## config.mk

```make
export PLATFORM = sky130hd
export DESIGN_NAME = led_display_pattern_engine_flat
export DESIGN_NICKNAME = d
export VERILOG_FILES = /design/src/rtl/led_display_pattern_engine_pkg.sv /design/src/rtl/led_display_pattern_engine_if.sv /design/src/rtl/led_effect_timebase.sv /design/src/rtl/led_display_pattern_engine.sv /design/src/flat_wrapper.sv
export SDC_FILE = /design/constraint.sdc
export NUM_CORES = 1
export LEC_CHECK = 0
export ABC_AREA = 0
export BUFFER_PORTS_ARGS = -buffer_cell sky130_fd_sc_hd__buf_4
export CAP_MARGIN = 15
export CELL_PAD_IN_SITES_DETAIL_PLACEMENT = 2
export CELL_PAD_IN_SITES_GLOBAL_PLACEMENT = 2
export CORE_MARGIN = 10
export CORE_UTILIZATION = 35
export DETAILED_ROUTE_END_ITERATION = 16
export PLACE_DENSITY_LB_ADDON = 0.1
export SETUP_SLACK_MARGIN = 0.4
export SYNTH_ARGS = -nofsm -noshare
export SYNTH_HDL_FRONTEND = slang
export SYNTH_HIERARCHICAL = 1
export SYNTH_SLANG_ARGS = --single-unit
```

## constraint.sdc

```tcl
create_clock -name clk_in -period 6.4 [get_ports clk_in]
set_input_delay 0 -clock clk_in [delete_from_list [all_inputs] [get_ports clk_in]]
set_output_delay 0 -clock clk_in [all_outputs]
set_load 0.005 [all_outputs]
```

## src/rtl/led_display_pattern_engine_pkg.sv

```systemverilog
// Shared encodings and helpers for the LED matrix pattern engine.
// Plane indices follow the HUB row layout: top RGB in planes 0-2, bottom RGB in planes 3-5.
package led_display_pattern_engine_pkg;

  typedef enum logic [2:0] {
    LED_MODE_OFF     = 3'd0,
    LED_MODE_SOLID   = 3'd1,
    LED_MODE_SCAN_H  = 3'd2,
    LED_MODE_SCAN_V  = 3'd3,
    LED_MODE_PULSE   = 3'd4,
    LED_MODE_CHECKER = 3'd5
  } led_mode_e;

  typedef enum logic {
    ENG_IDLE   = 1'b0,
    ENG_STREAM = 1'b1
  } eng_state_e;

  localparam int PLANE_TOP_RED   = 0;
  localparam int PLANE_TOP_GREEN = 1;
  localparam int PLANE_TOP_BLUE  = 2;
  localparam int PLANE_BOT_RED   = 3;
  localparam int PLANE_BOT_GREEN = 4;
  localparam int PLANE_BOT_BLUE  = 5;

  // Widest row the plane helper handles; NUM_COLS must not exceed it.
  localparam int LED_MAX_COLS = 256;

  function automatic logic [LED_MAX_COLS-1:0] build_plane(
    input logic [LED_MAX_COLS-1:0] lit,
    input logic                    colour_en
  );
    return colour_en ? lit : '0;
  endfunction

  // Reserved mode codes render as OFF.
  function automatic led_mode_e decode_mode(input logic [2:0] raw);
    if (raw > 3'd5) return LED_MODE_OFF;
    return led_mode_e'(raw);
  endfunction

endpackage

```

## src/rtl/led_display_pattern_engine_if.sv

```systemverilog
// Row-beat stream from the pattern engine to the row shifter / scan driver.
interface led_display_pattern_engine_if #(
  parameter int NUM_COLS   = 64,
  parameter int ROW_ADDR_W = 4
);
  logic [6*NUM_COLS-1:0]  row_out;
  logic                   row_valid_out;
  logic                   row_ready_in;
  logic [ROW_ADDR_W-1:0]  row_address_out;
  logic                   frame_start_out;

  // Handshake: row_valid_out rises on the first edge after reset and then stays high;
  // a beat transfers on every rising edge with valid && ready, and while ready is low
  // every row_* signal and frame_start_out hold their values.
  modport master (
    output row_out,
    output row_valid_out,
    output row_address_out,
    output frame_start_out,
    input  row_ready_in
  );

  modport slave (
    input  row_out,
    input  row_valid_out,
    input  row_address_out,
    input  frame_start_out,
    output row_ready_in
  );
endinterface

```

## src/rtl/led_effect_timebase.sv

```systemverilog
// Free-running effect timebase: tick divider, scan positions, fade ramp,
// checker phase and the PWM comparison counter.
module led_effect_timebase
  import led_display_pattern_engine_pkg::*;
#(
  parameter int NUM_COLS   = 64,
  parameter int ROW_ADDR_W = 4,
  parameter int EFFECT_DIV = 1_000_000,
  parameter int PWM_BITS   = 8,
  parameter int PWM_DIV    = 20,
  localparam int H_W       = (NUM_COLS > 1) ? $clog2(NUM_COLS) : 1,
  localparam int V_W       = ROW_ADDR_W + 1
) (
  input  logic                clk_in,
  input  logic                n_reset_in,
  output logic [H_W-1:0]      h_pos_out,
  output logic [V_W-1:0]      v_pos_out,
  output logic [PWM_BITS-1:0] fade_out,
  output logic                phase_out,
  output logic [PWM_BITS-1:0] pwm_cnt_out
);

  localparam int ED_W = $clog2(EFFECT_DIV);
  localparam int PD_W = (PWM_DIV > 1) ? $clog2(PWM_DIV) : 1;

  localparam logic [ED_W-1:0]     ED_LAST  = ED_W'(EFFECT_DIV - 1);
  localparam logic [PD_W-1:0]     PD_LAST  = PD_W'(PWM_DIV - 1);
  localparam logic [H_W-1:0]      H_LAST   = H_W'(NUM_COLS - 1);
  localparam logic [V_W-1:0]      V_LAST   = V_W'(2 * (2 ** ROW_ADDR_W) - 1);
  localparam logic [PWM_BITS-1:0] FADE_ONE = PWM_BITS'(1);
  localparam logic [PWM_BITS-1:0] FADE_MAX = '1;

  logic [ED_W-1:0]     r_div;
  logic [PD_W-1:0]     r_pdiv;
  logic [H_W-1:0]      r_h_pos;
  logic [V_W-1:0]      r_v_pos;
  logic [PWM_BITS-1:0] r_fade;
  logic                r_fade_up;
  logic                r_phase;
  logic [PWM_BITS-1:0] r_pwm_cnt;

  logic w_tick;
  logic w_pwm_step;

  assign w_tick     = (r_div == ED_LAST);
  assign w_pwm_step = (r_pdiv == PD_LAST);

  always_ff @(posedge clk_in or negedge n_reset_in) begin
    if (!n_reset_in) begin
      r_div     <= '0;
      r_pdiv    <= '0;
      r_h_pos   <= '0;
      r_v_pos   <= '0;
      r_fade    <= '0;
      r_fade_up <= 1'b1;
      r_phase   <= 1'b0;
      r_pwm_cnt <= '0;
    end else begin
      r_div  <= w_tick ? '0 : r_div + ED_W'(1);
      r_pdiv <= w_pwm_step ? '0 : r_pdiv + PD_W'(1);
      if (w_pwm_step) r_pwm_cnt <= r_pwm_cnt + FADE_ONE;
      if (w_tick) begin
        r_h_pos <= (r_h_pos == H_LAST) ? '0 : r_h_pos + H_W'(1);
        r_v_pos <= (r_v_pos == V_LAST) ? '0 : r_v_pos + V_W'(1);
        r_phase <= ~r_phase;
        // Direction flips on the tick that lands on an extreme, so each extreme lasts one tick.
        if (r_fade_up) begin
          r_fade <= r_fade + FADE_ONE;
          if (r_fade == FADE_MAX - FADE_ONE) r_fade_up <= 1'b0;
        end else begin
          r_fade <= r_fade - FADE_ONE;
          if (r_fade == FADE_ONE) r_fade_up <= 1'b1;
        end
      end
    end
  end

  assign h_pos_out   = r_h_pos;
  assign v_pos_out   = r_v_pos;
  assign fade_out    = r_fade;
  assign phase_out   = r_phase;
  assign pwm_cnt_out = r_pwm_cnt;

endmodule

```

## src/rtl/led_display_pattern_engine.sv

```systemverilog
// Pattern source for the HUB LED matrix driver: emits one top/bottom row pair per beat,
// with mode, colour and effect state frozen per frame so a frame never tears.
module led_display_pattern_engine
  import led_display_pattern_engine_pkg::*;
#(
  parameter int NUM_COLS   = 64,
  parameter int ROW_ADDR_W = 4,
  parameter int EFFECT_DIV = 1_000_000,
  parameter int PWM_BITS   = 8,
  parameter int PWM_DIV    = 20,
  parameter int CHECK_LOG2 = 2
) (
  input  logic        clk_in,
  input  logic        n_reset_in,
  input  logic [2:0]  colour_in,
  input  logic [2:0]  mode_in,
  output logic [2:0]  mode_active_out,
  output eng_state_e  debug_state_out,
  led_display_pattern_engine_if.master row_if
);

  localparam int H_W = (NUM_COLS > 1) ? $clog2(NUM_COLS) : 1;
  localparam int V_W = ROW_ADDR_W + 1;

  logic [H_W-1:0]      w_h_pos;
  logic [V_W-1:0]      w_v_pos;
  logic [PWM_BITS-1:0] w_fade;
  logic                w_phase;
  logic [PWM_BITS-1:0] w_pwm_cnt;

  led_effect_timebase #(
    .NUM_COLS   (NUM_COLS),
    .ROW_ADDR_W (ROW_ADDR_W),
    .EFFECT_DIV (EFFECT_DIV),
    .PWM_BITS   (PWM_BITS),
    .PWM_DIV    (PWM_DIV)
  ) u_timebase (
    .clk_in      (clk_in),
    .n_reset_in  (n_reset_in),
    .h_pos_out   (w_h_pos),
    .v_pos_out   (w_v_pos),
    .fade_out    (w_fade),
    .phase_out   (w_phase),
    .pwm_cnt_out (w_pwm_cnt)
  );

  eng_state_e            r_state;
  logic                  r_valid;
  logic [ROW_ADDR_W-1:0] r_addr;
  logic                  r_frame_start;
  logic [6*NUM_COLS-1:0] r_row;

  led_mode_e             r_snap_mode;
  logic [2:0]            r_snap_colour;
  logic [H_W-1:0]        r_snap_h;
  logic [V_W-1:0]        r_snap_v;
  logic [PWM_BITS-1:0]   r_snap_fade;
  logic                  r_snap_phase;

  logic                  w_load;
  logic [ROW_ADDR_W-1:0] w_line;
  logic                  w_new_frame;
  led_mode_e             w_eff_mode;
  logic [2:0]            w_eff_colour;
  logic [H_W-1:0]        w_eff_h;
  logic [V_W-1:0]        w_eff_v;
  logic [PWM_BITS-1:0]   w_eff_fade;
  logic                  w_eff_phase;

  assign w_load      = (r_state == ENG_IDLE) || (r_valid && row_if.row_ready_in);
  assign w_line      = (r_state == ENG_IDLE) ? '0 : r_addr + ROW_ADDR_W'(1);
  assign w_new_frame = (w_line == '0);

  // A row-0 beat renders from the values being snapshotted on this same edge.
  assign w_eff_mode   = w_new_frame ? decode_mode(mode_in) : r_snap_mode;
  assign w_eff_colour = w_new_frame ? colour_in : r_snap_colour;
  assign w_eff_h      = w_new_frame ? w_h_pos   : r_snap_h;
  assign w_eff_v      = w_new_frame ? w_v_pos   : r_snap_v;
  assign w_eff_fade   = w_new_frame ? w_fade    : r_snap_fade;
  assign w_eff_phase  = w_new_frame ? w_phase   : r_snap_phase;

  logic [NUM_COLS-1:0]   w_top_lit;
  logic [NUM_COLS-1:0]   w_bot_lit;
  logic                  w_pulse_on;
  logic                  w_vscan_top;
  logic                  w_vscan_bot;
  logic                  w_chk_top_row;
  logic                  w_chk_bot_row;

  always_comb begin
    w_top_lit     = '0;
    w_bot_lit     = '0;
    w_pulse_on    = (w_pwm_cnt < w_eff_fade);
    w_vscan_top   = !w_eff_v[ROW_ADDR_W] && (w_eff_v[ROW_ADDR_W-1:0] == w_line);
    w_vscan_bot   =  w_eff_v[ROW_ADDR_W] && (w_eff_v[ROW_ADDR_W-1:0] == w_line);
    // Bottom-half lines continue the top-half numbering at ROWS, i.e. {1, line}.
    w_chk_top_row = 1'(32'({1'b0, w_line}) >> CHECK_LOG2);
    w_chk_bot_row = 1'(32'({1'b1, w_line}) >> CHECK_LOG2);
    for (int c = 0; c < NUM_COLS; c++) begin
      case (w_eff_mode)
        LED_MODE_SOLID: begin
          w_top_lit[c] = 1'b1;
          w_bot_lit[c] = 1'b1;
        end
        LED_MODE_SCAN_H: begin
          w_top_lit[c] = (H_W'(c) == w_eff_h);
          w_bot_lit[c] = (H_W'(c) == w_eff_h);
        end
        LED_MODE_SCAN_V: begin
          w_top_lit[c] = w_vscan_top;
          w_bot_lit[c] = w_vscan_bot;
        end
        LED_MODE_PULSE: begin
          w_top_lit[c] = w_pulse_on;
          w_bot_lit[c] = w_pulse_on;
        end
        LED_MODE_CHECKER: begin
          w_top_lit[c] = 1'(c >> CHECK_LOG2) ^ w_chk_top_row ^ w_eff_phase;
          w_bot_lit[c] = 1'(c >> CHECK_LOG2) ^ w_chk_bot_row ^ w_eff_phase;
        end
        default: begin
          w_top_lit[c] = 1'b0;
          w_bot_lit[c] = 1'b0;
        end
      endcase
    end
  end

  logic [6*NUM_COLS-1:0] w_row;

  always_comb begin
    w_row = '0;
    w_row[PLANE_TOP_RED*NUM_COLS   +: NUM_COLS] = NUM_COLS'(build_plane(LED_MAX_COLS'(w_top_lit), w_eff_colour[0]));
    w_row[PLANE_TOP_GREEN*NUM_COLS +: NUM_COLS] = NUM_COLS'(build_plane(LED_MAX_COLS'(w_top_lit), w_eff_colour[1]));
    w_row[PLANE_TOP_BLUE*NUM_COLS  +: NUM_COLS] = NUM_COLS'(build_plane(LED_MAX_COLS'(w_top_lit), w_eff_colour[2]));
    w_row[PLANE_BOT_RED*NUM_COLS   +: NUM_COLS] = NUM_COLS'(build_plane(LED_MAX_COLS'(w_bot_lit), w_eff_colour[0]));
    w_row[PLANE_BOT_GREEN*NUM_COLS +: NUM_COLS] = NUM_COLS'(build_plane(LED_MAX_COLS'(w_bot_lit), w_eff_colour[1]));
    w_row[PLANE_BOT_BLUE*NUM_COLS  +: NUM_COLS] = NUM_COLS'(build_plane(LED_MAX_COLS'(w_bot_lit), w_eff_colour[2]));
  end

  always_ff @(posedge clk_in or negedge n_reset_in) begin
    if (!n_reset_in) begin
      r_state       <= ENG_IDLE;
      r_valid       <= 1'b0;
      r_addr        <= '0;
      r_frame_start <= 1'b0;
      r_row         <= '0;
      r_snap_mode   <= LED_MODE_OFF;
      r_snap_colour <= '0;
      r_snap_h      <= '0;
      r_snap_v      <= '0;
      r_snap_fade   <= '0;
      r_snap_phase  <= 1'b0;
    end else if (w_load) begin
      r_state       <= ENG_STREAM;
      r_valid       <= 1'b1;
      r_addr        <= w_line;
      r_frame_start <= w_new_frame;
      r_row         <= w_row;
      if (w_new_frame) begin
        r_snap_mode   <= w_eff_mode;
        r_snap_colour <= w_eff_colour;
        r_snap_h      <= w_eff_h;
        r_snap_v      <= w_eff_v;
        r_snap_fade   <= w_eff_fade;
        r_snap_phase  <= w_eff_phase;
      end
    end
  end

  assign row_if.row_out         = r_row;
  assign row_if.row_valid_out   = r_valid;
  assign row_if.row_address_out = r_addr;
  assign row_if.frame_start_out = r_frame_start;
  assign mode_active_out        = r_snap_mode;
  assign debug_state_out        = r_state;

endmodule

```

## src/flat_wrapper.sv

```systemverilog
// flat-port wrapper written by rule: the top's interface ports become plain ports
module led_display_pattern_engine_flat import led_display_pattern_engine_pkg::*;
#(
  parameter int NUM_COLS   = 64,
  parameter int ROW_ADDR_W = 4,
  parameter int EFFECT_DIV = 1_000_000,
  parameter int PWM_BITS   = 8,
  parameter int PWM_DIV    = 20,
  parameter int CHECK_LOG2 = 2
)
  (clk_in, n_reset_in, colour_in, mode_in, mode_active_out, debug_state_out, row_if_row_out, row_if_row_valid_out, row_if_row_address_out, row_if_frame_start_out, row_if_row_ready_in);
  led_display_pattern_engine_if #(.NUM_COLS(NUM_COLS), .ROW_ADDR_W(ROW_ADDR_W)) row_if_i ();
  input  logic clk_in;
  input  logic n_reset_in;
  input  logic [2:0] colour_in;
  input  logic [2:0] mode_in;
  output logic [2:0] mode_active_out;
  output eng_state_e debug_state_out;
  output wire logic [$bits(row_if_i.row_out)-1:0] row_if_row_out;
  output wire logic [$bits(row_if_i.row_valid_out)-1:0] row_if_row_valid_out;
  output wire logic [$bits(row_if_i.row_address_out)-1:0] row_if_row_address_out;
  output wire logic [$bits(row_if_i.frame_start_out)-1:0] row_if_frame_start_out;
  input wire logic [$bits(row_if_i.row_ready_in)-1:0] row_if_row_ready_in;
  assign row_if_row_out = row_if_i.row_out;
  assign row_if_row_valid_out = row_if_i.row_valid_out;
  assign row_if_row_address_out = row_if_i.row_address_out;
  assign row_if_frame_start_out = row_if_i.frame_start_out;
  assign row_if_i.row_ready_in = row_if_row_ready_in;
  led_display_pattern_engine #(.NUM_COLS(NUM_COLS), .ROW_ADDR_W(ROW_ADDR_W), .EFFECT_DIV(EFFECT_DIV), .PWM_BITS(PWM_BITS), .PWM_DIV(PWM_DIV), .CHECK_LOG2(CHECK_LOG2)) u_core (.clk_in(clk_in), .n_reset_in(n_reset_in), .colour_in(colour_in), .mode_in(mode_in), .mode_active_out(mode_active_out), .debug_state_out(debug_state_out), .row_if(row_if_i));
endmodule
```

==> impl_metrics.py, run 1 <==
metrics = {
    "run_status": {
        "outcome": "finished clean",
    },
    "route": {
        "wl_um": 93000,
        "drc": 0,
        "detail-route-antenna-nets": 0,
        "via_count": 19900,
        "via_per_inst": 5.89,
        "drtPass1Iterations": 5,
        "wire_per_inst_um": 27.6,
        "drt-initial-drc-count": 1298,
    },
    "critical_path": {
        "cp_top_family": "buffers and inverters",
        "slowest_stage": "buf_4",
        "timing.rr.start": "u_core/row_if.row_address_out[0]",
        "crit_start": "u_core/row_if.row_address_out[0]",
        "cp-start-kind": "flip-flop",
        "path_buf_inv": 3,
        "arrival_ps": 5390,
        "crit_chain": "ha_1 -> or4b_1 -> o221ai_4 -> buf_4 -> mux2i_4 -> buf_4 -> nand2b_4 -> buf_4 -> a31oi_1",
        "rrSetupSlack_ps": 1440,
        "worstPathRequired_ps": 6830,
        "path_max_fanout": 63,
        "path_class": "reg2reg",
        "slowest_delay_ps": 730,
        "worstSetupEndpointType": "flip-flop",
        "cp_common_cell": "buf_4",
    },
    "timing": {
        "setup_viol": 0,
        "drv_slew": 0,
        "hold_viol_final": 0,
        "fin_tns_setup_ps": 0,
        "post-route-period-util_pct": 77.5,
        "skew_ps": 25.6,
        "worst_pin_slew_ps": 1200,
        "timing.fmax_mhz": 202,
        "grt_setup_unrepaired": "false",
        "fin_crit_ps": 4960,
        "relSlewSlack_pct": 19.9,
    },
    "pwr": {
        "p_comb_share_pct": 18.1,
        "p_sw_mw": 2.39,
        "p_sw_share_pct": 29.7,
        "p_per_area_nw_per_um2": 295,
        "power_leakage_nw": 12.1,
        "pwr-share-clk_pct": 38.5,
        "seqPwrFrac_pct": 43.4,
        "intPower_mw": 5.63,
        "peakVddDrop_mv": 0.186,
    },
    "clock_network": {
        "clock-sinks": 470,
        "cts_max_level": 2,
        "clk_pin_slew_ps": 60,
        "clockBufferDepth": 3,
        "postCtsSetupRepairBufs": 0,
        "cts_tree": "done",
        "cts_buffers": 54,
        "clk_latency_ps": 610,
        "cts-root-buf": "clkbuf_16",
    },
    "synth": {
        "synth_ff_type": "dfrtp_1",
        "syn_nets": 2273,
        "ys_ff_latch": 470,
        "synth_edf_count": 0,
        "avgSynthCellArea_um2": 9.62,
        "async_flop_share_pct": 100,
        "ys_warn_count": 6,
        "ys_seq_area_share_pct": 54.5,
        "netlist_instances": 2246,
        "syn_area_um2": 21600,
        "ys_types": 65,
    },
    "cells_and_area": {
        "n_antenna_cell": 0,
        "nNetsFinal": 2570,
        "postLayoutCellArea_um2": 27200,
        "final_common_cell": "a21oi_1",
        "drive_gt1_share_pct": 22.8,
        "area_growth_pct": 25.8,
        "mostFrequentLayoutCells": "a21oi_1 (588), dfrtp_1 (469), buf_4 (429), a31oi_1 (293), nand2_1 (121)",
    },
    "die": {
        "die_area_um2": 72100,
        "start_util_pct": 35.2,
        "core_area_um2": 61400,
        "die_width_um": 268,
        "io_pins": 403,
        "fp.dieH_um": 268,
        "row_count": 91,
    },
    "global_routing": {
        "grt_pass1_wl_um": 139000,
        "antenna_found_initial": 0,
        "grt_remaining_overflow": 0,
        "grt_pass1_vias": 21200,
        "grt_usage_pct": 24.9,
        "grt_max_degree": 239,
    },
    "flow_run": {
        "drv_cap": 0,
    },
    "place": {
        "routabilityCongestion": 0.794,
        "io_buffers": 402,
        "dpl-instance-area_um2": 25300,
        "hpwl_um": 61700,
    },
    "min_path": {
        "hp-class": "in2async",
    },
}
registers in the layout, summed over array words and instances, names as in the netlist, 6 cells and up:
name and flops:
u_core/r_snap_fade 8, u_core/r_snap_h 6, u_core/row_if.row_out 384, u_core/u_timebase/fade_out 8, u_core/u_timebase/h_pos_out 6, u_core/u_timebase/pwm_cnt_out 8, u_core/u_timebase/r_div 20
final cells by class:
type,instances,area [µm²]
inverter,16,60.1
timing repair buffer,456,3590
clock inverter,13,121
clock buffer,84,1620
tap,790,988
multi-input combinational,1545,9050
sequential,470,11800
fill,6508,34200
path summary, 6_finish.rpt:
| check | cells past startpoint | end |
|---|---|---|
| max reg2reg | 9 | u_core/row_if.row_out[290] |
| max | 9 | u_core/row_if.row_out[290] |
| max in group asynchronous | 3 | u_core/row_if.row_out[106] |
| min reg2reg | 1 | u_core/u_timebase/r_pdiv[0] |
| min in group clk_in | 3 | u_core/r_snap_colour[2] |
| min | 2 | u_core/row_if.row_out[178] |
worst reg2reg max path: cells and delay by family (launching register included):
kind | cells | cell delay, ps
muxes | 1 | 340
buffers and inverters | 3 | 1680
adders and majority gates | 1 | 380
and+or+nand+nor | 2 | 1260
DFF | 1 | 480
AOI/OAI and AO/OA | 2 | 650
routing by layer:
layer | vias up | global-route usage, % | part of all wire [%]
li1 | 8913 | - | -
met1 | 10400 | 31.7 | 42
met2 | 406 | 41.9 | 49
met3 | 119 | 5.52 | 5.7
met4 | 0 | 7.14 | 2.8
met5 | - | 0 | 0
cells in the mapped netlist (4+ instances only):
library cell | count | area (µm²)
nor4_1 | 6 | 37.5
buf_2 | 16 | 80.1
nand4_1 | 11 | 68.8
nand2b_1 | 15 | 93.8
o31ai_1 | 7 | 52.6
or3_1 | 4 | 25.0
nand3b_1 | 5 | 37.5
or2_2 | 4 | 25.0
o22ai_1 | 4 | 25.0
nand3_1 | 21 | 105
ha_1 | 18 | 225
nor2_1 | 106 | 398
xor2_1 | 17 | 149
a31oi_1 | 293 | 1830
dfrtp_1 | 469 | 11700
nor3b_1 | 7 | 52.6
mux2i_1 | 42 | 420
a21oi_1 | 589 | 2950
and3_1 | 9 | 56.3
clkbuf_1 | 193 | 724
xnor2_1 | 23 | 201
nand2_1 | 122 | 458
or3b_2 | 5 | 43.8
mux2_2 | 31 | 349
nor3_1 | 26 | 130
inv_1 | 15 | 56.3
o21ai_0 | 105 | 526
a2111oi_0 | 31 | 272
cell families (layout without fill, tap and decap cells):
kind of cell,count (synthesis),in the layout,synth area share [%]
AO/OA/AOI/OAI,1048,1048,27.0
flip-flops,470,470,54.5
AND/OR/NAND/NOR,364,364,8.01
buffers and inverters,231,569,4.23
multiplexers,74,74,3.63
XOR/XNOR,40,40,1.62
adder cells (fa/ha/maj),18,18,1.04
other,1,1,0.0174
power by group through the flow:
stage / clock network (mW) / logic (mW) / registers [mW]
final: 3.09 / 1.45 / 3.48
after global routing: 3.28 / 1.58 / 3.51
after CTS: 3.16 / 1.47 / 3.48
after detailed placement: 0 / 1.46 / 3.53
after global placement: 0 / 1.41 / 3.51
after floorplan: 0 / 0.599 / 3.48
stage by stage:
stage / hold slack (ps) / std cells / utilization, % / setup slack [ps] / power (mW)
after global routing: 130 / 3374 / 44.3 / 1080 / 8.38
final: 83.6 / 3374 / 44.3 / 1440 / 8.02
after detailed placement: 168 / 3264 / 41.2 / 1420 / 4.99
after floorplan: -296 / 2246 / - / 1920 / 4.08
after global placement: 162 / 3260 / 41.2 / 1240 / 4.91
after CTS: 115 / 3371 / 44.2 / 1300 / 8.11
timing repair:
item,4_1_cts,5_1_grt
gates resized for setup,0,0
endpoints found under the hold margin,124,0
hold buffers,10,0
Note: power is estimated with default switching activity, not from simulation.
==> run 2: changes to the inputs <==
--- a/config.mk
+++ b/config.mk
@@ -5,13 +5,13 @@
 export SDC_FILE = /design/constraint.sdc
 export NUM_CORES = 1
 export LEC_CHECK = 0
-export ABC_AREA = 0
+export ABC_AREA = 1
 export BUFFER_PORTS_ARGS = -buffer_cell sky130_fd_sc_hd__buf_4
 export CAP_MARGIN = 15
 export CELL_PAD_IN_SITES_DETAIL_PLACEMENT = 2
 export CELL_PAD_IN_SITES_GLOBAL_PLACEMENT = 2
 export CORE_MARGIN = 10
-export CORE_UTILIZATION = 35
+export CORE_UTILIZATION = 32
 export DETAILED_ROUTE_END_ITERATION = 16
 export PLACE_DENSITY_LB_ADDON = 0.1
 export SETUP_SLACK_MARGIN = 0.4
==> constraint.sdc (replaced) <==
create_clock -name clk_in -period 4.9 [get_ports clk_in]
set_input_delay 0 -clock clk_in [delete_from_list [all_inputs] [get_ports clk_in]]
set_output_delay 0 -clock clk_in [all_outputs]
set_load 0.005 [all_outputs]
==> run 2 against run 1 <==
Die area grew 8.3%; fmax grew 25%; via count grew 0.79%; power grew 93%; worst setup slack lost 500 ps; hold slack lost 19 ps; design area grew 0.25%.
==> impl_metrics.py, run 2 <==
metrics = {
    "synth": {
        "syn_area_um2": 21500,
        "ys_top_cells_by_count": "nand2_1 (1,386), dfrtp_1 (469), nor2_1 (225)",
        "synth_edf_count": 0,
        "synth_area_leaders": "dfrtp_1 (55%), nand2_1 (24%), nor2_1 (3.9%), o21ai_0 (3.9%), nand3_1 (1.8%)",
        "synth_top_area_share_pct": 54.5,
        "ys_seq_area_share_pct": 54.6,
        "synth.most_common_cell": "nand2_1",
        "syn_nets": 2791,
        "ys_types": 40,
        "yosysTopAreaCell": "dfrtp_1",
        "async_flop_share_pct": 100,
        "netlist_instances": 2764,
        "ys_ff_latch": 470,
        "avgSynthCellArea_um2": 7.79,
        "ys_warn_count": 6,
        "synth_ff_type": "dfrtp_1",
    },
    "timing": {
        "drv_slew": 0,
        "hold_viol_final": 0,
        "post-route-period-util_pct": 80.7,
        "fin_crit_ps": 3950,
        "relSlewSlack_pct": 33.5,
        "setup_viol": 0,
        "fin_tns_setup_ps": 0,
        "worst_pin_slew_ps": 997,
        "skew_ps": 21.3,
        "timing.fmax_mhz": 253,
        "grt_setup_unrepaired": "false",
    },
    "cells_and_area": {
        "mostFrequentLayoutCells": "nand2_1 (1,386), dfrtp_1 (469), buf_4 (420), nor2_1 (224), o21ai_0 (167)",
        "largest_register_ffs": 384,
        "multi_input_area_um2": 8680,
        "final_common_cell": "nand2_1",
        "regArea_um2": 11800,
        "n_fill_cell": 7663,
        "nNetsFinal": 3140,
        "final_core_util_pct": 40.7,
        "postLayoutCellArea_um2": 27300,
        "drive_gt1_share_pct": 18.0,
        "n_antenna_cell": 0,
        "area_growth_pct": 26.6,
    },
    "clock_network": {
        "clock-sinks": 470,
        "cts-root-buf": "clkbuf_16",
        "postCtsSetupRepairBufs": 0,
        "clk_pin_slew_ps": 60,
        "cts_buffers": 56,
        "cts_tree": "done",
        "clockBufferDepth": 3,
        "clk_latency_ps": 620,
        "cts.repair.resized": 0,
        "cts_max_level": 2,
    },
    "route": {
        "drtPass1Iterations": 5,
        "via_count": 20000,
        "drc": 0,
        "drt-initial-drc-count": 1128,
        "wire_per_inst_um": 23.4,
        "wl_um": 94200,
        "detail-route-antenna-nets": 0,
        "via_per_inst": 4.98,
    },
    "global_routing": {
        "grt_pass1_vias": 22300,
        "grt_pass1_wl_um": 143000,
        "grt_remaining_overflow": 0,
        "antenna_found_initial": 0,
        "grt_usage_pct": 23.8,
        "grt_max_degree": 182,
    },
    "critical_path": {
        "path_max_fanout": 29,
        "worstSetupEndpointType": "flip-flop",
        "arrival_ps": 4460,
        "worstPathRequired_ps": 5410,
        "path_class": "reg2reg",
        "cp-start-kind": "flip-flop",
        "rrSetupSlack_ps": 950,
    },
    "die": {
        "start_util_pct": 32.2,
        "fp.dieH_um": 279,
        "row_count": 95,
        "die_area_um2": 78100,
        "core_area_um2": 66900,
        "io_pins": 403,
        "die_width_um": 279,
    },
    "pwr": {
        "peakVddDrop_mv": 0.264,
        "p_per_area_nw_per_um2": 569,
        "power_leakage_nw": 15.2,
    },
    "min_path": {
        "hp-class": "in2async",
    },
    "place": {
        "hpwl_um": 67700,
        "dpl-instance-area_um2": 25400,
        "io_buffers": 402,
        "routabilityCongestion": 0.871,
    },
    "flow_run": {
        "drv_cap": 0,
    },
    "run_status": {
        "outcome": "finished clean",
    },
}
[run 2: changes by cell type after synthesis, sizes merged, moves of 15 or more]
cell     before   now
nor2        107   237
buf          22    81
clkbuf      193    72
a21oi       589    11
a2111oi      32     0
nor3         26     7
nand2       122  1395
a31oi       293     0
nand3        21    86
inv          15   100
o21ai       105   221
mux2i        42     0
nand2b       15     0
mux2         32     0
[run 2: layer usage]
metal,global-route usage [%],wire length (µm),up-vias,part of all wire [%]
met5,0,0,-,0
li1,-,-,9225,-
met3,2.72,2740,134,2.9
met1,26.5,36100,10400,38
met4,8.21,3350,0,3.6
met2,45.8,52000,322,55
[run 2: final timing paths]
path	cells past startpoint	start	endpoint
setup / recovery	18	u_core/row_if.row_address_out[0]	u_core/row_if.row_out[300]
hold / removal	2	n_reset_in	u_core/row_if.row_out[240]
setup reg to reg	18	u_core/row_if.row_address_out[0]	u_core/row_if.row_out[300]
hold reg to reg	1	u_core/u_timebase/r_div[0]	u_core/u_timebase/r_div[0]
max in group asynchronous	3	n_reset_in	u_core/row_if.row_out[101]
min in group clk_in	6	colour_in[1]	u_core/r_snap_colour[1]
[run 2: kinds of logic after synthesis]
group / after synthesis / synth area share [%]
flip-flops: 470 / 54.6
XOR/XNOR: 33 / 1.34
AO/OA/AOI/OAI: 236 / 5.66
adder cells (fa/ha/maj): 18 / 1.05
AND/OR/NAND/NOR: 1750 / 32.0
other: 1 / 0.0174
buffers and inverters: 256 / 5.28
[run 2: cell type report]
class,count,area share [%]
repair buffers,444,13.1
clock buffers,82,5.87
inverters,103,1.44
clock inverters,14,0.574
well taps,873,4.01
flip-flops and latches,470,43.2
multi-input cells,2038,31.9
[run 2: critical path, cell delays in order, from the launching register on]
cell and delay, ps:
dfrtp_1 460, ha_1 280, nand2_1 110, nand2_1 60, nor2_1 240, nor2_4 50
nand2_2 80, buf_4 340, nand2_1 90, o21ai_0 100, ha_1 170, a21oi_1 60
o21ai_0 290, nor3b_4 120, a21oi_4 600, buf_4 370, nand2_1 220, nand2_1 130
nand2_1 60
[run 2: metrics by stage]
step | setup slack, ps | cells | power, mW | hold WS (ps)
3_5_place_dp | 439 | 3917 | 11.5 | 166
2_1_floorplan | 1770 | 2764 | 7.78 | -296
5_1_grt | 610 | 4024 | 16.4 | 151
3_3_place_gp | 356 | 3915 | 11.3 | 170
6_report | 946 | 4024 | 15.5 | 64.4
4_1_cts | 412 | 4022 | 15.7 | 116
[run 2: power breakdown]
part | switching [mW] | internal (mW) | total [mW] | leakage, nW
combinational | 3.31 | 2.15 | 5.47 | 8.19
clock | 1.70 | 2.40 | 4.10 | 0.867
sequential | 0.868 | 5.06 | 5.93 | 6.19
total | 5.88 | 9.61 | 15.5 | 15.2
[run 2: repair_timing]
action                                 CTS  global route
endpoints found under the hold margin  140             0
hold buffers                             9             0
setup endpoints to repair                0             0
==> run 3: changes to the inputs <==
--- a/config.mk
+++ b/config.mk
@@ -5,13 +5,13 @@
 export SDC_FILE = /design/constraint.sdc
 export NUM_CORES = 1
 export LEC_CHECK = 0
-export ABC_AREA = 1
+export ABC_AREA = 0
 export BUFFER_PORTS_ARGS = -buffer_cell sky130_fd_sc_hd__buf_4
 export CAP_MARGIN = 15
 export CELL_PAD_IN_SITES_DETAIL_PLACEMENT = 2
 export CELL_PAD_IN_SITES_GLOBAL_PLACEMENT = 2
 export CORE_MARGIN = 10
-export CORE_UTILIZATION = 32
+export CORE_UTILIZATION = 35
 export DETAILED_ROUTE_END_ITERATION = 16
 export PLACE_DENSITY_LB_ADDON = 0.1
 export SETUP_SLACK_MARGIN = 0.4
==> constraint.sdc (replaced) <==
create_clock -name clk_in -period 3.7 [get_ports clk_in]
set_input_delay 0 -clock clk_in [delete_from_list [all_inputs] [get_ports clk_in]]
set_output_delay 0 -clock clk_in [all_outputs]
set_load 0.005 [all_outputs]
==> run 3 against run 2 <==
The flow now finishes with violations (negative setup slack); sequential share of layout area shrank 4.2 points; critical path depth fell by 4; sequential power grew 2%; non-clock buffer count is 129 higher; critical path type unchanged; design area rose by 11%.
==> impl_metrics.py, run 3 (synthesis gave the netlist of run 1 again) <==
metrics = {
    "clock_network": {
        "cts_max_level": 2,
        "clockBufferDepth": 3,
        "clk_latency_ps": 610,
        "clk_pin_slew_ps": 60,
        "cts_tree": "done",
        "cts-root-buf": "clkbuf_16",
        "clock-sinks": 470,
        "cts_buffers": 55,
    },
    "die": {
        "die_width_um": 268,
        "io_pins": 403,
        "start_util_pct": 35.2,
        "core_area_um2": 61400,
        "fp.dieH_um": 268,
        "die_area_um2": 72100,
        "row_count": 91,
    },
    "timing": {
        "setup_viol": 376,
        "worst_pin_slew_ps": 1120,
        "grt_setup_unrepaired": "true",
        "skew_ps": 22.7,
        "fin_crit_ps": 3870,
        "relSlewSlack_pct": 24.9,
        "hold_slack_ps": 103,
        "timing.fmax_mhz": 258,
        "drv_slew": 0,
        "hold_viol_final": 0,
        "post-route-period-util_pct": 105,
        "fin_ws_ps": -171,
    },
    "min_path": {
        "hp-class": "in2async",
    },
    "place": {
        "routabilityCongestion": 0.821,
        "io_buffers": 402,
        "hpwl_um": 65000,
    },
    "cells_and_area": {
        "final_core_util_pct": 49.2,
        "n_fill_cell": 6163,
        "area_growth_pct": 39.8,
        "drive_gt1_share_pct": 32.3,
        "mostFrequentLayoutCells": "a21oi_1 (587), buf_4 (511), dfrtp_1 (468), a31oi_1 (211), nand2_1 (121)",
        "nNetsFinal": 2688,
        "n_antenna_cell": 0,
        "largest_register_ffs": 384,
        "multi_input_area_um2": 10600,
        "regArea_um2": 11800,
        "final_common_cell": "a21oi_1",
    },
    "route": {
        "wl_um": 102000,
        "wire_per_inst_um": 29.3,
        "drt-initial-drc-count": 1701,
        "via_count": 20900,
        "drtPass1Iterations": 5,
        "via_per_inst": 5.99,
        "detail-route-antenna-nets": 0,
        "drc": 0,
    },
    "critical_path": {
        "r2r-end": "u_core/row_if.row_out[11]",
        "slowest_stage": "or4b_4",
        "rrSetupSlack_ps": -170,
        "worstPathRequired_ps": 4180,
        "cp-start-kind": "flip-flop",
        "cp_common_cell": "buf_12",
        "timing.rr.start": "u_core/row_if.row_address_out[1]",
        "worstSetupEndpointType": "flip-flop",
        "arrival_ps": 4360,
        "path_class": "reg2reg",
        "slowest_delay_ps": 530,
        "path_max_fanout": 16,
        "rr_worst_depth": 14,
        "crit_chain": "ha_4 -> or4b_4 -> o221ai_4 -> buf_12 -> mux2i_1 -> ha_1 -> and4_4 -> a21boi_4 -> o41ai_4 -> buf_6 -> buf_12 -> a2111oi_4 -> buf_4 -> o21ai_0",
    },
    "global_routing": {
        "grt_usage_pct": 26.7,
        "grt_remaining_overflow": 0,
        "grt_pass1_wl_um": 149000,
        "grt_pass1_vias": 22700,
        "grt_max_degree": 201,
        "antenna_found_initial": 0,
    },
    "pwr": {
        "p_per_area_nw_per_um2": 486,
        "power_leakage_nw": 13.1,
        "peakVddDrop_mv": 0.349,
    },
    "run_status": {
        "outcome": "finished with violations",
        "violations": "negative setup slack",
    },
    "flow_run": {
        "drv_cap": 0,
    },
}
## run 3: cell type report
class | count | area share [%]
clock inverters | 15 | 0.439
repair buffers | 573 | 16.5
flip-flops and latches | 470 | 39.0
clock buffers | 83 | 5.50
multi-input cells | 1545 | 35.1
inverters | 16 | 0.199
well taps | 790 | 3.27
## run 3: per-layer routing
| metal | global-route usage [%] | vias to the layer above | wire [µm] |
|---|---|---|---|
| met5 | 0 | - | 0 |
| met2 | 47.5 | 475 | 52700 |
| li1 | - | 9159 | - |
| met3 | 4.65 | 134 | 4880 |
| met4 | 7.21 | 0 | 2520 |
| met1 | 32.8 | 11100 | 42100 |
## run 3: how the worst max path moves through the flow
stage                                       endpoint                             start  depth (start not counted)  slack, ps
after detailed placement    u_core/row_if.row_out[9]  u_core/row_if.row_address_out[0]                         13       -370
after CTS                 u_core/row_if.row_out[159]  u_core/row_if.row_address_out[0]                         14        -60
final                      u_core/row_if.row_out[11]  u_core/row_if.row_address_out[1]                         14       -170
after global placement      u_core/row_if.row_out[9]  u_core/row_if.row_address_out[0]                         13       -240
after global routing      u_core/row_if.row_out[132]  u_core/row_if.row_address_out[1]                         14       -280
after floorplan           u_core/row_if.row_out[182]  u_core/row_if.row_address_out[0]                         17       -350
## run 3: where the power goes
part           total [mW]  internal, mW  switching, mW
combinational        3.13          1.37           1.76
sequential           6.07          5.59          0.474
clock                5.48          3.21           2.27
total                14.7          10.2           4.51
## run 3: worst max-delay path, delay by kind of cell (launching register included)
| family | cells | cell delay, ps |
|---|---|---|
| muxes | 1 | 220 |
| buffers and inverters | 4 | 760 |
| adders and majority gates | 2 | 530 |
| and+or+nand+nor | 2 | 770 |
| AOI/OAI and AO/OA | 5 | 1030 |
| DFF | 1 | 420 |
## run 3: per-stage QoR
step | setup slack [ps] | TNS, ps | std cells | instance area, µm² | power [mW]
final | -171 | -29050 | 3492 | 30200 | 14.7
after global routing | -279 | -76870 | 3492 | 30200 | 15.3
after CTS | -64.1 | -6920 | 3482 | 29400 | 14.6
after detailed placement | -371 | -33560 | 3365 | 26400 | 8.82
after global placement | -235 | -8090 | 3365 | 26400 | 8.67
after floorplan | -349 | -94530 | 2246 | 21900 | 7.16
## run 3: what timing repair did
item | in CTS | in global routing
gates resized for setup | 166 | 106
pin swaps | 33 | 15
hold buffers | 9 | 0
endpoints found under the hold margin | 112 | 0
buffers inserted | 7 | 5
cloned | 3 | 5
setup endpoints to repair | 384 | 384
